## config.mk

```make
export PLATFORM = sky130hd
export DESIGN_NAME = fifo_write_arbiter_flat
export DESIGN_NICKNAME = d
export VERILOG_FILES = /design/src/rtl/fifo_write_arbiter_if.sv /design/src/rtl/fifo_write_arbiter.sv /design/src/flat_wrapper.sv
export SDC_FILE = /design/constraint.sdc
export NUM_CORES = 1
export LEC_CHECK = 0
export CORE_UTILIZATION = 36
export CTS_CLUSTER_DIAMETER = 80
export CTS_CLUSTER_SIZE = 25
export DETAILED_ROUTE_END_ITERATION = 16
export DONT_BUFFER_PORTS = 1
export REMOVE_ABC_BUFFERS = 1
export SLEW_MARGIN = 15
export SYNTH_ARGS = -nofsm -noshare
export SYNTH_HDL_FRONTEND = slang
export SYNTH_SLANG_ARGS = --single-unit
```

## constraint.sdc

```tcl
create_clock -name w_clk -period 3.85 [get_ports w_clk]
set_input_delay 0.1925 -clock w_clk [delete_from_list [all_inputs] [get_ports w_clk]]
set_output_delay 0.1925 -clock w_clk [all_outputs]
set_load 0.03 [all_outputs]
```

## src/rtl/fifo_write_arbiter_if.sv

```systemverilog
// Write-side bus between the requesters, the FIFO write port and the
// round-robin arbiter.
//   master : the arbiter (drives ready/grant/FIFO write side/status)
//   slave  : requesters + FIFO full logic (drive valid/data/flag_full)
// Signals:
//   req_valid/req_data/req_ready : per-requester handshake, data packed
//                                  with slice i = [i*DATA_W +: DATA_W]
//   flag_full                    : FIFO full flag
//   w_en/data_write              : FIFO write port
//   grant/grant_id/busy          : current owner (one-hot / binary) and burst flag
//   word_count                   : saturating count of words written
interface fifo_write_arbiter_if #(
    parameter int NUM_REQ = 4,
    parameter int REQ_BIT = 2,
    parameter int DATA_W  = 8,
    parameter int CNT_W   = 16
);
    logic [NUM_REQ-1:0]        req_valid;
    logic [NUM_REQ*DATA_W-1:0] req_data;
    logic [NUM_REQ-1:0]        req_ready;
    logic                      flag_full;
    logic                      w_en;
    logic [DATA_W-1:0]         data_write;
    logic [NUM_REQ-1:0]        grant;
    logic [REQ_BIT-1:0]        grant_id;
    logic                      busy;
    logic [CNT_W-1:0]          word_count;

    modport master (
        input  req_valid, req_data, flag_full,
        output req_ready, w_en, data_write, grant, grant_id, busy, word_count
    );

    modport slave (
        output req_valid, req_data, flag_full,
        input  req_ready, w_en, data_write, grant, grant_id, busy, word_count
    );
endinterface

```

## src/rtl/fifo_write_arbiter.sv

```systemverilog
// Round-robin arbiter sharing one FIFO write port between NUM_REQ
// requesters in the write clock domain. A winner owns the port for a burst
// of up to BURST_LEN words; transfers are gated by flag_full every cycle.
// Ports:
//   w_clk : write-domain clock
//   w_rst : synchronous active-high reset
//   bus   : fifo_write_arbiter_if.master (handshake, FIFO write, status)
module fifo_write_arbiter #(
    parameter int NUM_REQ   = 4,
    parameter int REQ_BIT   = 2,
    parameter int DATA_W    = 8,
    parameter int BURST_LEN = 4,
    parameter int CNT_W     = 16
) (
    input  logic                 w_clk,
    input  logic                 w_rst,
    fifo_write_arbiter_if.master bus
);

    localparam int BEAT_W = (BURST_LEN > 1) ? $clog2(BURST_LEN) : 1;
    localparam logic [BEAT_W-1:0]  LAST_BEAT = BEAT_W'(BURST_LEN - 1);
    localparam logic [REQ_BIT-1:0] LAST_ID   = REQ_BIT'(NUM_REQ - 1);

    typedef enum logic {IDLE, BURST} state_t;

    state_t              state_q, state_d;
    logic [NUM_REQ-1:0]  grant_q, grant_d;
    logic [REQ_BIT-1:0]  grant_id_q, grant_id_d;
    logic                busy_q, busy_d;
    logic [REQ_BIT-1:0]  rr_ptr_q, rr_ptr_d;
    logic [BEAT_W-1:0]   beat_q, beat_d;
    logic [DATA_W-1:0]   data_q, data_d;
    logic [CNT_W-1:0]    count_q, count_d;

    logic [DATA_W-1:0]   words [NUM_REQ];
    logic                pick_found;
    logic [REQ_BIT-1:0]  pick_id;
    logic                owner_valid;
    logic                xfer;
    logic [REQ_BIT-1:0]  next_ptr;

    always_comb begin
        for (int unsigned i = 0; i < NUM_REQ; i++) begin
            words[i] = bus.req_data[i*DATA_W +: DATA_W];
        end
    end

    // First valid requester at or after rr_ptr, wrapping past NUM_REQ-1.
    always_comb begin
        int unsigned idx_w;
        pick_found = 1'b0;
        pick_id    = '0;
        idx_w      = 0;
        for (int unsigned i = 0; i < NUM_REQ; i++) begin
            idx_w = 32'(rr_ptr_q) + i;
            if (idx_w >= NUM_REQ) begin
                idx_w = idx_w - NUM_REQ;
            end
            if (!pick_found && bus.req_valid[REQ_BIT'(idx_w)]) begin
                pick_found = 1'b1;
                pick_id    = REQ_BIT'(idx_w);
            end
        end
    end

    assign owner_valid = bus.req_valid[grant_id_q];
    // Reset is folded in so nothing is written or acknowledged in a reset cycle.
    assign xfer     = (state_q == BURST) && owner_valid && !bus.flag_full && !w_rst;
    assign next_ptr = (grant_id_q == LAST_ID) ? '0 : grant_id_q + REQ_BIT'(1);

    always_comb begin
        state_d    = state_q;
        grant_d    = grant_q;
        grant_id_d = grant_id_q;
        busy_d     = busy_q;
        rr_ptr_d   = rr_ptr_q;
        beat_d     = beat_q;
        data_d     = xfer ? words[grant_id_q] : data_q;
        count_d    = (xfer && (count_q != '1)) ? count_q + CNT_W'(1) : count_q;

        case (state_q)
            IDLE: begin
                if (pick_found) begin
                    state_d          = BURST;
                    grant_d          = '0;
                    grant_d[pick_id] = 1'b1;
                    grant_id_d       = pick_id;
                    busy_d           = 1'b1;
                    beat_d           = '0;
                end
            end
            BURST: begin
                // Release on the last beat, or early when the owner drops valid
                // while the FIFO has room; a full FIFO freezes everything.
                if ((xfer && (beat_q == LAST_BEAT)) || (!owner_valid && !bus.flag_full)) begin
                    state_d  = IDLE;
                    grant_d  = '0;
                    busy_d   = 1'b0;
                    rr_ptr_d = next_ptr;
                end else if (xfer) begin
                    beat_d = beat_q + BEAT_W'(1);
                end
            end
            default: state_d = IDLE;
        endcase
    end

    always_ff @(posedge w_clk) begin
        if (w_rst) begin
            state_q    <= IDLE;
            grant_q    <= '0;
            grant_id_q <= '0;
            busy_q     <= 1'b0;
            rr_ptr_q   <= '0;
            beat_q     <= '0;
            data_q     <= '0;
            count_q    <= '0;
        end else begin
            state_q    <= state_d;
            grant_q    <= grant_d;
            grant_id_q <= grant_id_d;
            busy_q     <= busy_d;
            rr_ptr_q   <= rr_ptr_d;
            beat_q     <= beat_d;
            data_q     <= data_d;
            count_q    <= count_d;
        end
    end

    always_comb begin
        bus.req_ready = '0;
        for (int unsigned i = 0; i < NUM_REQ; i++) begin
            bus.req_ready[i] = xfer && (REQ_BIT'(i) == grant_id_q);
        end
    end

    assign bus.w_en       = xfer;
    assign bus.data_write = xfer ? words[grant_id_q] : data_q;
    assign bus.grant      = grant_q;
    assign bus.grant_id   = grant_id_q;
    assign bus.busy       = busy_q;
    assign bus.word_count = count_q;

endmodule

```

## src/flat_wrapper.sv

```systemverilog
// flat-port wrapper written by rule: the top's interface ports become plain ports
module fifo_write_arbiter_flat 
#(
    parameter int NUM_REQ   = 4,
    parameter int REQ_BIT   = 2,
    parameter int DATA_W    = 8,
    parameter int BURST_LEN = 4,
    parameter int CNT_W     = 16
)
  (w_clk, w_rst, bus_req_valid, bus_req_data, bus_flag_full, bus_req_ready, bus_w_en, bus_data_write, bus_grant, bus_grant_id, bus_busy, bus_word_count);
  fifo_write_arbiter_if #(.NUM_REQ(NUM_REQ), .REQ_BIT(REQ_BIT), .DATA_W(DATA_W), .CNT_W(CNT_W)) bus_i ();
  input  logic w_clk;
  input  logic w_rst;
  input wire logic [$bits(bus_i.req_valid)-1:0] bus_req_valid;
  input wire logic [$bits(bus_i.req_data)-1:0] bus_req_data;
  input wire logic [$bits(bus_i.flag_full)-1:0] bus_flag_full;
  output wire logic [$bits(bus_i.req_ready)-1:0] bus_req_ready;
  output wire logic [$bits(bus_i.w_en)-1:0] bus_w_en;
  output wire logic [$bits(bus_i.data_write)-1:0] bus_data_write;
  output wire logic [$bits(bus_i.grant)-1:0] bus_grant;
  output wire logic [$bits(bus_i.grant_id)-1:0] bus_grant_id;
  output wire logic [$bits(bus_i.busy)-1:0] bus_busy;
  output wire logic [$bits(bus_i.word_count)-1:0] bus_word_count;
  assign bus_i.req_valid = bus_req_valid;
  assign bus_i.req_data = bus_req_data;
  assign bus_i.flag_full = bus_flag_full;
  assign bus_req_ready = bus_i.req_ready;
  assign bus_w_en = bus_i.w_en;
  assign bus_data_write = bus_i.data_write;
  assign bus_grant = bus_i.grant;
  assign bus_grant_id = bus_i.grant_id;
  assign bus_busy = bus_i.busy;
  assign bus_word_count = bus_i.word_count;
  fifo_write_arbiter #(.NUM_REQ(NUM_REQ), .REQ_BIT(REQ_BIT), .DATA_W(DATA_W), .BURST_LEN(BURST_LEN), .CNT_W(CNT_W)) u_core (.w_clk(w_clk), .w_rst(w_rst), .bus(bus_i));
endmodule
```

==> results.json, run 1 <==
{
  "use_met1": 0.190,
  "start_util": 0.383,
  "synth_most_common_cell": "dfxtp_1",
  "path_class": "reg2reg",
  "dp_hpwl_um": 3180,
  "gr-usage-met3": 0.0623,
  "fmax_mhz": 386,
  "synth_top_area_cell": "dfxtp_1",
  "synthArstFlopShare": 0,
  "avgViaCountPerCell": 5.43,
  "die_w_um": 76.6,
  "antenna_left": 0,
  "synthAdderAreaFrac": 0.0374,
  "synth-compound-area-share": 0.119,
  "finalSetupViolations": 0,
  "worst_slack_ns": 1.26,
  "grt_usage": 0.157,
  "worst-path-max-fanout": 11,
  "first_pass_iters": 4,
  "clockRootBuffer": "clkbuf_8",
  "gp_congestion": 0.780,
  "wl_per_cell_um": 15.9,
  "grt_pass1_wl_um": 7230,
  "yosys-top-cells-area": "dfxtp_1 (36%), mux4_2 (10%), nor2_1 (4.9%)",
  "crit_arrival_ns": 2.77,
  "synth_cell_type_count": 40,
  "numCtsBuffers": 5,
  "hold_end": "u_core.bus.word_count[15]$_SDFFE_PP0P_",
  "fin_crit_ns": 2.59,
  "reg2reg_from": "u_core.bus.word_count[3]$_SDFFE_PP0P_",
  "muxShareOfSynthArea": 0.177,
  "port_buffers": 0,
  "synth-xor-area-share": 0.0393,
  "die_area_um2": 5870,
  "rrSetupSlack_ns": 1.26,
  "routed_wl_um": 4440,
  "cts_buffer_depth": 2,
  "slew_headroom": 0.277,
  "worstPathRequired_ns": 4.03,
  "yosys-top-cells-count": "dfxtp_1 (36), nor2_1 (26), a21oi_1 (12)",
  "use_met2": 0.247,
  "htreeDepth": 2,
  "layout-drive-gt1-share": 0.177,
  "powerDensity_nw_per_um2": 386,
  "dp_slack_ns": 1.28,
  "min_path_cells": 2,
  "insertion_delay_ns": 0.29,
  "rows": 26,
  "drv_slew": 0,
  "final_nets": 253,
  "cts_sinks": 36,
  "grt_pass1_vias": 1528,
  "cts_tree": "built",
  "postCtsSetupBuffers": 0,
  "clock_skew_ns": 0.0120,
  "cts_resized": 0,
  "grt_max_degree": 33,
  "synthSimpleGateAreaFrac": 0.233,
  "vias": 1516,
  "tns_ns": 0,
  "clkTransAtPathRegs_ns": 0.07,
  "max-cap-violations": 0,
  "drc": 0,
  "fin_crit_sh": 0.673,
  "synth-seq-cells": 36,
  "postCtsHoldBufs": 1,
  "area_delta_synth_final_pct": 10.4,
  "syn-cell-area_um2": 2010,
  "rsz0062_at_grt": "false",
  "r2r-end": "u_core.bus.word_count[8]$_SDFFE_PP0P_",
  "antenna_found_initial": 0,
  "syn_area_per_cell_um2": 9.64,
  "yosysWarningCount": 0,
  "diodes": 0,
  "die_y_um": 76.6,
  "max_slew.worst_pin.slew_ns": 1.08,
  "gr-max-usage-layer": "met2",
  "synth_top_cell_area_share": 0.359,
  "io_pins": 75,
  "hold_slack_ns": 0.0738,
  "post-route-util": 0.423,
  "crit_path_end_kind": "flip-flop",
  "grt-ovfl-total": 0,
  "hold_violations": 0,
  "ys.flop_type": "dfxtp_1",
  "worstRegToRegCells": 5,
  "critPathLaunchType": "flip-flop",
  "leakage_nw": 0.790,
  "design_area_um2": 2210,
  "ir_drop_v": 0.000243,
  "dpl_cell_area_um2": 2070,
  "status": "complete, no violations",
  "seq_area_frac_synth": 0.359,
  "hold_path_class": "in2reg",
  "min_from": "w_rst",
  "synth_top_family_by_area": "simple AND/OR/NAND/NOR gates",
  "synthCells": 208,
  "synth-edff-count": 0,
  "drtIter0Drc": 71,
  "coreArea_um2": 5240
}
==> cells in the final DEF (no fill, tap or decap), drive strengths merged, types with 7 or more instances in the layout <==
master	count
dfxtp	36
nor2	26
a21oi	13
nor2b	10
nand2	10
mux4	9
xnor2	9
mux2	9
inv	7
clkbuf	7
==> registers in the layout (all words and copies together) (netlist names) <==
signal and flops:
u_core.bus.word_count 16, u_core.data_q 8, u_core.bus.grant 4, u_core.beat_q 2
u_core.bus.grant_id 2, u_core.rr_ptr_q 2, u_core.bus.busy 1, u_core.state_q 1
==> worst max path at each step <==
| stage | startpoint | to | slack [ns] | cells after the start |
|---|---|---|---|---|
| final | u_core.bus.word_count[3]$_SDFFE_PP0P_ | u_core.bus.word_count[8]$_SDFFE_PP0P_ | 1.26 | 5 |
| after global routing | u_core.bus.word_count[4]$_SDFFE_PP0P_ | u_core.bus.word_count[8]$_SDFFE_PP0P_ | 1.04 | 5 |
| after CTS | u_core.bus.word_count[4]$_SDFFE_PP0P_ | u_core.bus.word_count[8]$_SDFFE_PP0P_ | 1.25 | 5 |
| after detailed placement | u_core.bus.word_count[4]$_SDFFE_PP0P_ | u_core.bus.word_count[8]$_SDFFE_PP0P_ | 1.28 | 5 |
| after global placement | u_core.bus.word_count[4]$_SDFFE_PP0P_ | u_core.bus.word_count[8]$_SDFFE_PP0P_ | 1.40 | 5 |
| after floorplan | u_core.bus.word_count[4]$_SDFFE_PP0P_ | u_core.bus.word_count[8]$_SDFFE_PP0P_ | 1.19 | 5 |
==> where the power goes <==
part | leakage, nW | internal (mW) | total [mW] | switching [mW]
clock network | 0.0645 | 0.229 | 0.365 | 0.136
registers | 0.292 | 0.382 | 0.396 | 0.0142
logic | 0.434 | 0.0409 | 0.0932 | 0.0523
total | 0.790 | 0.651 | 0.854 | 0.203
==> cell families (layout without fill, tap and decap cells) <==
logic type,count (synthesis),in the layout
AND/OR/NAND/NOR,84,84
flip-flops,36,36
AO/OA/AOI/OAI,33,33
multiplexers,23,23
buffers and inverters,17,18
XOR/XNOR,9,9
adder cells (fa/ha/maj),6,6
==> final cells by class <==
class | count | area [µm²]
Clock buffer | 7 | 96.3
Tap cell | 70 | 87.6
Clock inverter | 1 | 30.0
Inverter | 7 | 26.3
Sequential cell | 36 | 721
Multi-Input combinational cell | 155 | 1220
Timing Repair Buffer | 3 | 35.0
Fill cell | 527 | 3020
==> routing by layer <==
layer  routed length [µm]  part of all wire  up-vias
met5                    0                 0        -
met4                   78             0.018        0
met3                  318             0.072       10
met2                 2080              0.47       44
met1                 1970              0.44      710
li1                     -                 -      752
==> worst max-delay path, stage by stage, from the launching register on <==
cell	delay [ns]
dfxtp_1	0.64
nand4_2	0.21
nor4_2	0.98
a21oi_2	0.20
nand3_1	0.14
mux2_1	0.32
==> stage by stage <==
stage	instances	total power, mW
after global placement	270	0.491
after floorplan	198	0.477
final	279	0.854
after CTS	279	0.868
after detailed placement	270	0.491
after global routing	279	0.893
No activity file was read; power rests on OpenSTA's default activity.
==> inputs of run 2 (changes only) <==
clock period = 2.7 ns   (was 3.85 ns; I/O delays follow)
==> results.json, run 2 (synthesized netlist as in run 1, its figures left out) <==
{
  "status": "complete, no violations",
  "cts_buffer_depth": 2,
  "antenna_left": 0,
  "critical_path_buf_inv_count": 0,
  "r2r-end": "u_core.bus.word_count[8]$_SDFFE_PP0P_",
  "grt_pass1_wl_um": 7740,
  "worst-path-max-fanout": 8,
  "wl_per_cell_um": 15.2,
  "power_frac_seq": 0.504,
  "layout_common_cells": "dfxtp_1 (36), nor2_1 (26), buf_4 (15)",
  "rsz0062_at_grt": "false",
  "crit_chain": "nand2_1, nor4_2, a21oi_2, nand3_1, mux2_1",
  "gr-usage-met3": 0.0623,
  "postCtsSetupBuffers": 0,
  "dp_hpwl_um": 3320,
  "port_buffers": 0,
  "vias": 1577,
  "diodes": 0,
  "cts_resized": 0,
  "grt_max_degree": 33,
  "hold_end": "u_core.bus.word_count[6]$_SDFFE_PP0P_",
  "antenna_found_initial": 0,
  "cts_sinks": 36,
  "slew_headroom": 0.533,
  "drtIter0Drc": 73,
  "fin_crit_ns": 2.17,
  "grt_usage": 0.169,
  "gp_congestion": 0.799,
  "die_y_um": 76.6,
  "avgViaCountPerCell": 5.26,
  "switching_power_mw": 0.288,
  "multi_input_area_um2": 1220,
  "max_slew.worst_pin.slew_ns": 0.695,
  "grt-ovfl-total": 0,
  "die_w_um": 76.6,
  "p_total_mw": 1.12,
  "critPathTopFamily": "simple AND/OR/NAND/NOR gates",
  "use_met2": 0.259,
  "leakage_nw": 0.904,
  "min_path_cells": 2,
  "clock_power_share": 0.354,
  "gr-max-usage-layer": "met2",
  "insertion_delay_ns": 0.28,
  "ir_drop_v": 0.000291,
  "hold_violations": 0,
  "cts_tree": "built",
  "clockRootBuffer": "clkbuf_8",
  "design_area_um2": 2430,
  "start_util": 0.383,
  "fill_cells": 524,
  "layout-drive-gt1-share": 0.239,
  "hold_path_class": "in2reg",
  "die_area_um2": 5870,
  "clock_skew_ns": 0.00632,
  "crit_path_end_kind": "flip-flop",
  "reg2reg_from": "u_core.bus.word_count[8]$_SDFFE_PP0P_",
  "use_met1": 0.212,
  "drc": 0,
  "rows": 26,
  "min_from": "w_rst",
  "critPathLaunchType": "flip-flop",
  "final_common_cell": "dfxtp_1",
  "fmax_mhz": 460,
  "dp.cells": 290,
  "final_nets": 274,
  "numCtsBuffers": 5,
  "drv_slew": 0,
  "register_area_um2": 721,
  "first_pass_iters": 4,
  "fin_crit_sh": 0.805,
  "max-cap-violations": 0,
  "clkTransAtPathRegs_ns": 0.07,
  "dpl_cell_area_um2": 2310,
  "path_class": "reg2reg",
  "cpPeakStageDelay_ns": 0.65,
  "finalSetupViolations": 0,
  "area_delta_synth_final_pct": 21.0,
  "final_cells": 300,
  "crit_arrival_ns": 2.35,
  "coreArea_um2": 5240,
  "grt_pass1_vias": 1549,
  "worstPathRequired_ns": 2.87,
  "cellInternalPower_mw": 0.831,
  "routed_wl_um": 4570,
  "rrSetupSlack_ns": 0.53,
  "io_pins": 75,
  "worst_path_max_delay_cell": "nor4_2",
  "worstRegToRegCells": 5,
  "tns_ns": 0,
  "combPwrFrac": 0.142,
  "p_sw_frac": 0.258,
  "largest_reg_flops": 16,
  "htreeDepth": 2,
  "powerDensity_nw_per_um2": 462
}
==> run 2: cell types whose count changed in the layout (fill, tap and decap cells not counted) <==
| cell | delta |
|---|---|
| clkbuf_1 | +2 |
| clkbuf_8 | -1 |
| buf_12 | +7 |
| dlygate4sd3_1 | +1 |
| bufinv_16 | -1 |
| buf_4 | +13 |
==> run 2: per-layer routing <==
metal	share of wire	wire [µm]	vias to the layer above
met5	0	0	-
met2	0.47	2150	41
li1	-	-	793
met1	0.46	2100	739
met4	0.0092	42	0
met3	0.062	283	4
==> run 2: how the worst max path moves through the flow <==
stage | depth (start not counted) | start | slack (ns) | to
5_1_grt | 5 | u_core.bus.word_count[8]$_SDFFE_PP0P_ | 0.36 | u_core.bus.word_count[8]$_SDFFE_PP0P_
2_1_floorplan | 5 | u_core.bus.word_count[4]$_SDFFE_PP0P_ | 0.04 | u_core.bus.word_count[8]$_SDFFE_PP0P_
6_report | 5 | u_core.bus.word_count[8]$_SDFFE_PP0P_ | 0.53 | u_core.bus.word_count[8]$_SDFFE_PP0P_
3_3_place_gp | 5 | u_core.bus.word_count[8]$_SDFFE_PP0P_ | 0.63 | u_core.bus.word_count[8]$_SDFFE_PP0P_
4_1_cts | 4 | u_core.bus.grant_id[0]$_SDFFE_PP0P_ | 0.51 | bus_data_write[3]
3_5_place_dp | 5 | u_core.bus.word_count[8]$_SDFFE_PP0P_ | 0.56 | u_core.bus.word_count[8]$_SDFFE_PP0P_
==> run 2: cell type report <==
cell class | instances | area share
Sequential cell | 36 | 0.297
Inverter | 7 | 0.0108
Tap cell | 70 | 0.0361
Timing Repair Buffer | 24 | 0.117
Multi-Input combinational cell | 155 | 0.502
Clock buffer | 8 | 0.0371
==> run 2: power by group through the flow <==
stage | combinational (mW) | sequential, mW | clock [mW]
2_1_floorplan | 0.0957 | 0.585 | 0
3_3_place_gp | 0.146 | 0.576 | 0
3_5_place_dp | 0.149 | 0.577 | 0
4_1_cts | 0.162 | 0.564 | 0.415
5_1_grt | 0.173 | 0.566 | 0.433
6_report | 0.159 | 0.564 | 0.397
==> run 2: through the flow <==
step                      setup slack (ns)  utilization  hold WS, ns
after floorplan                     0.0389            -        0.204
after global placement               0.630        0.440        0.216
after detailed placement             0.558        0.440        0.216
after CTS                            0.513        0.463       0.0208
after global routing                 0.356        0.463       0.0299
final                                0.528        0.463       0.0328
==> run 2: repair_timing <==
action	in CTS	in global routing
hold endpoints to repair	32	0
endpoints found under the setup margin	0	0
hold buffers	2	0
==> inputs of run 3 (changes only) <==
clock period = 2.2 ns   (was 2.7 ns; I/O delays follow)
==> results.json, run 3 (synthesized netlist as in run 1, its figures left out) <==
{
  "grt-ovfl-total": 0,
  "r2r-end": "u_core.bus.grant[3]$_SDFFE_PP0P_",
  "dp_slack_ns": 0.374,
  "critPathLaunchType": "flip-flop",
  "grt_max_degree": 34,
  "worst_slack_ns": 0.0973,
  "coreArea_um2": 5240,
  "layout-drive-gt1-share": 0.266,
  "slew_headroom": 0.655,
  "grt_pass1_wl_um": 7730,
  "rows": 26,
  "max-cap-violations": 0,
  "numCtsBuffers": 5,
  "drc": 0,
  "hold_violations": 0,
  "die_y_um": 76.6,
  "antenna_found_initial": 0,
  "fin_crit_ns": 2.10,
  "layout_common_cells": "dfxtp_1 (36), buf_4 (30), nor2_1 (26)",
  "p_total_mw": 1.33,
  "dp_hpwl_um": 3410,
  "drv_slew": 0,
  "clkTransAtPathRegs_ns": 0.07,
  "status": "complete, no violations",
  "leakage_nw": 0.917,
  "min_path_cells": 2,
  "vias": 1636,
  "crit_arrival_ns": 1.99,
  "antenna_left": 0,
  "routed_wl_um": 4760,
  "htreeDepth": 2,
  "diodes": 0,
  "worst-path-max-fanout": 14,
  "io_pins": 75,
  "fmax_mhz": 476,
  "path_class": "reg2out",
  "grt_pass1_vias": 1552,
  "postCtsSetupBuffers": 0,
  "largest_reg_flops": 16,
  "final_common_cell": "dfxtp_1",
  "clock_skew_ns": 0.00974,
  "worstRegToRegCells": 5,
  "hold_end": "u_core.bus.word_count[8]$_SDFFE_PP0P_",
  "die_area_um2": 5870,
  "fin_crit_sh": 0.956,
  "tns_ns": 0,
  "die_w_um": 76.6,
  "cts_sinks": 36,
  "avgViaCountPerCell": 5.33,
  "final_nets": 282,
  "max_slew.worst_pin.slew_ns": 0.513,
  "dp.cells": 298,
  "first_pass_iters": 4,
  "port_buffers": 0,
  "grt_usage": 0.169,
  "dpl_cell_area_um2": 2280,
  "area_delta_synth_final_pct": 19.4,
  "gp_congestion": 0.775,
  "cts_tree": "built",
  "ir_drop_v": 0.000347,
  "hold_path_class": "in2reg",
  "insertion_delay_ns": 0.29,
  "powerDensity_nw_per_um2": 554,
  "min_from": "w_rst",
  "start_util": 0.383,
  "final_cells": 307,
  "worstPathRequired_ns": 2.09,
  "drtIter0Drc": 63,
  "design_area_um2": 2390,
  "cts_buffer_depth": 2,
  "reg2reg_from": "u_core.bus.grant_id[0]$_SDFFE_PP0P_",
  "rsz0062_at_grt": "false",
  "rrSetupSlack_ns": 0.34,
  "clockRootBuffer": "clkbuf_8",
  "crit_path_end_kind": "primary output",
  "wl_per_cell_um": 15.5,
  "finalSetupViolations": 0
}
==> run 3: cell count changes in the layout (fill, tap and decap cells not counted) <==
cell	delta
buf_12	-7
buf_4	+15
clkbuf_1	-1
clkbuf_8	-1
clkinv_2	+1
nand2_4	-1
nand2_8	+1
==> run 3: how the worst max path moves through the flow <==
stage               cells past startpoint                                  start  slack (ns)                               endpoint
floorplan                               5  u_core.bus.word_count[4]$_SDFFE_PP0P_       -0.46  u_core.bus.word_count[8]$_SDFFE_PP0P_
global placement                        5    u_core.bus.grant_id[0]$_SDFFE_PP0P_        0.39       u_core.bus.grant[1]$_SDFFE_PP0P_
detailed placement                      4    u_core.bus.grant_id[0]$_SDFFE_PP0P_        0.37                      bus_data_write[6]
CTS                                     4    u_core.bus.grant_id[0]$_SDFFE_PP0P_        0.05                      bus_data_write[6]
global route                            4    u_core.bus.grant_id[0]$_SDFFE_PP0P_        0.02                      bus_data_write[6]
finish                                  4    u_core.bus.grant_id[0]$_SDFFE_PP0P_         0.1                      bus_data_write[4]
==> run 3: layout make-up <==
| cell class | instances | area [µm²] |
|---|---|---|
| fill | 515 | 2840 |
| clock buffer | 6 | 72.6 |
| tap | 70 | 87.6 |
| multi-input combinational | 155 | 1230 |
| sequential | 36 | 721 |
| clock inverter | 1 | 5.00 |
| timing repair buffer | 32 | 255 |
| inverter | 7 | 26.3 |
==> run 3: metrics by stage <==
step | utilization | hold slack (ns)
2_1_floorplan | - | 0.179
3_3_place_gp | 0.435 | 0.190
3_5_place_dp | 0.435 | 0.191
4_1_cts | 0.456 | 0.0325
5_1_grt | 0.457 | 0.0296
6_report | 0.457 | 0.0350
==> run 3: routing by layer <==
layer / vias to the layer above / wire length, µm / GRT usage
met4: 0 / 111 / 0.0827
met2: 40 / 2220 / 0.266
met3: 9 / 277 / 0.0527
met1: 773 / 2150 / 0.209
li1: 814 / - / -
met5: - / 0 / 0
==> run 3: timing repair <==
action,in CTS,in global routing
hold buffers,2,0
setup endpoints to repair,0,8
gates resized for setup,0,1
endpoints found under the hold margin,33,0
==> run 3: worst max-delay path, stage by stage, from the launching register on <==
cell	delay [ns]
dfxtp_1	0.35
mux4_2	0.64
nand2_8	0.17
mux2_2	0.36
buf_4	0.17
==> run 3: where the power goes <==
group	switching (mW)	internal, mW	leakage, nW
Sequential	0.0219	0.668	0.292
Clock	0.237	0.215	0.0410
Combinational	0.101	0.0836	0.584
Total	0.359	0.967	0.917
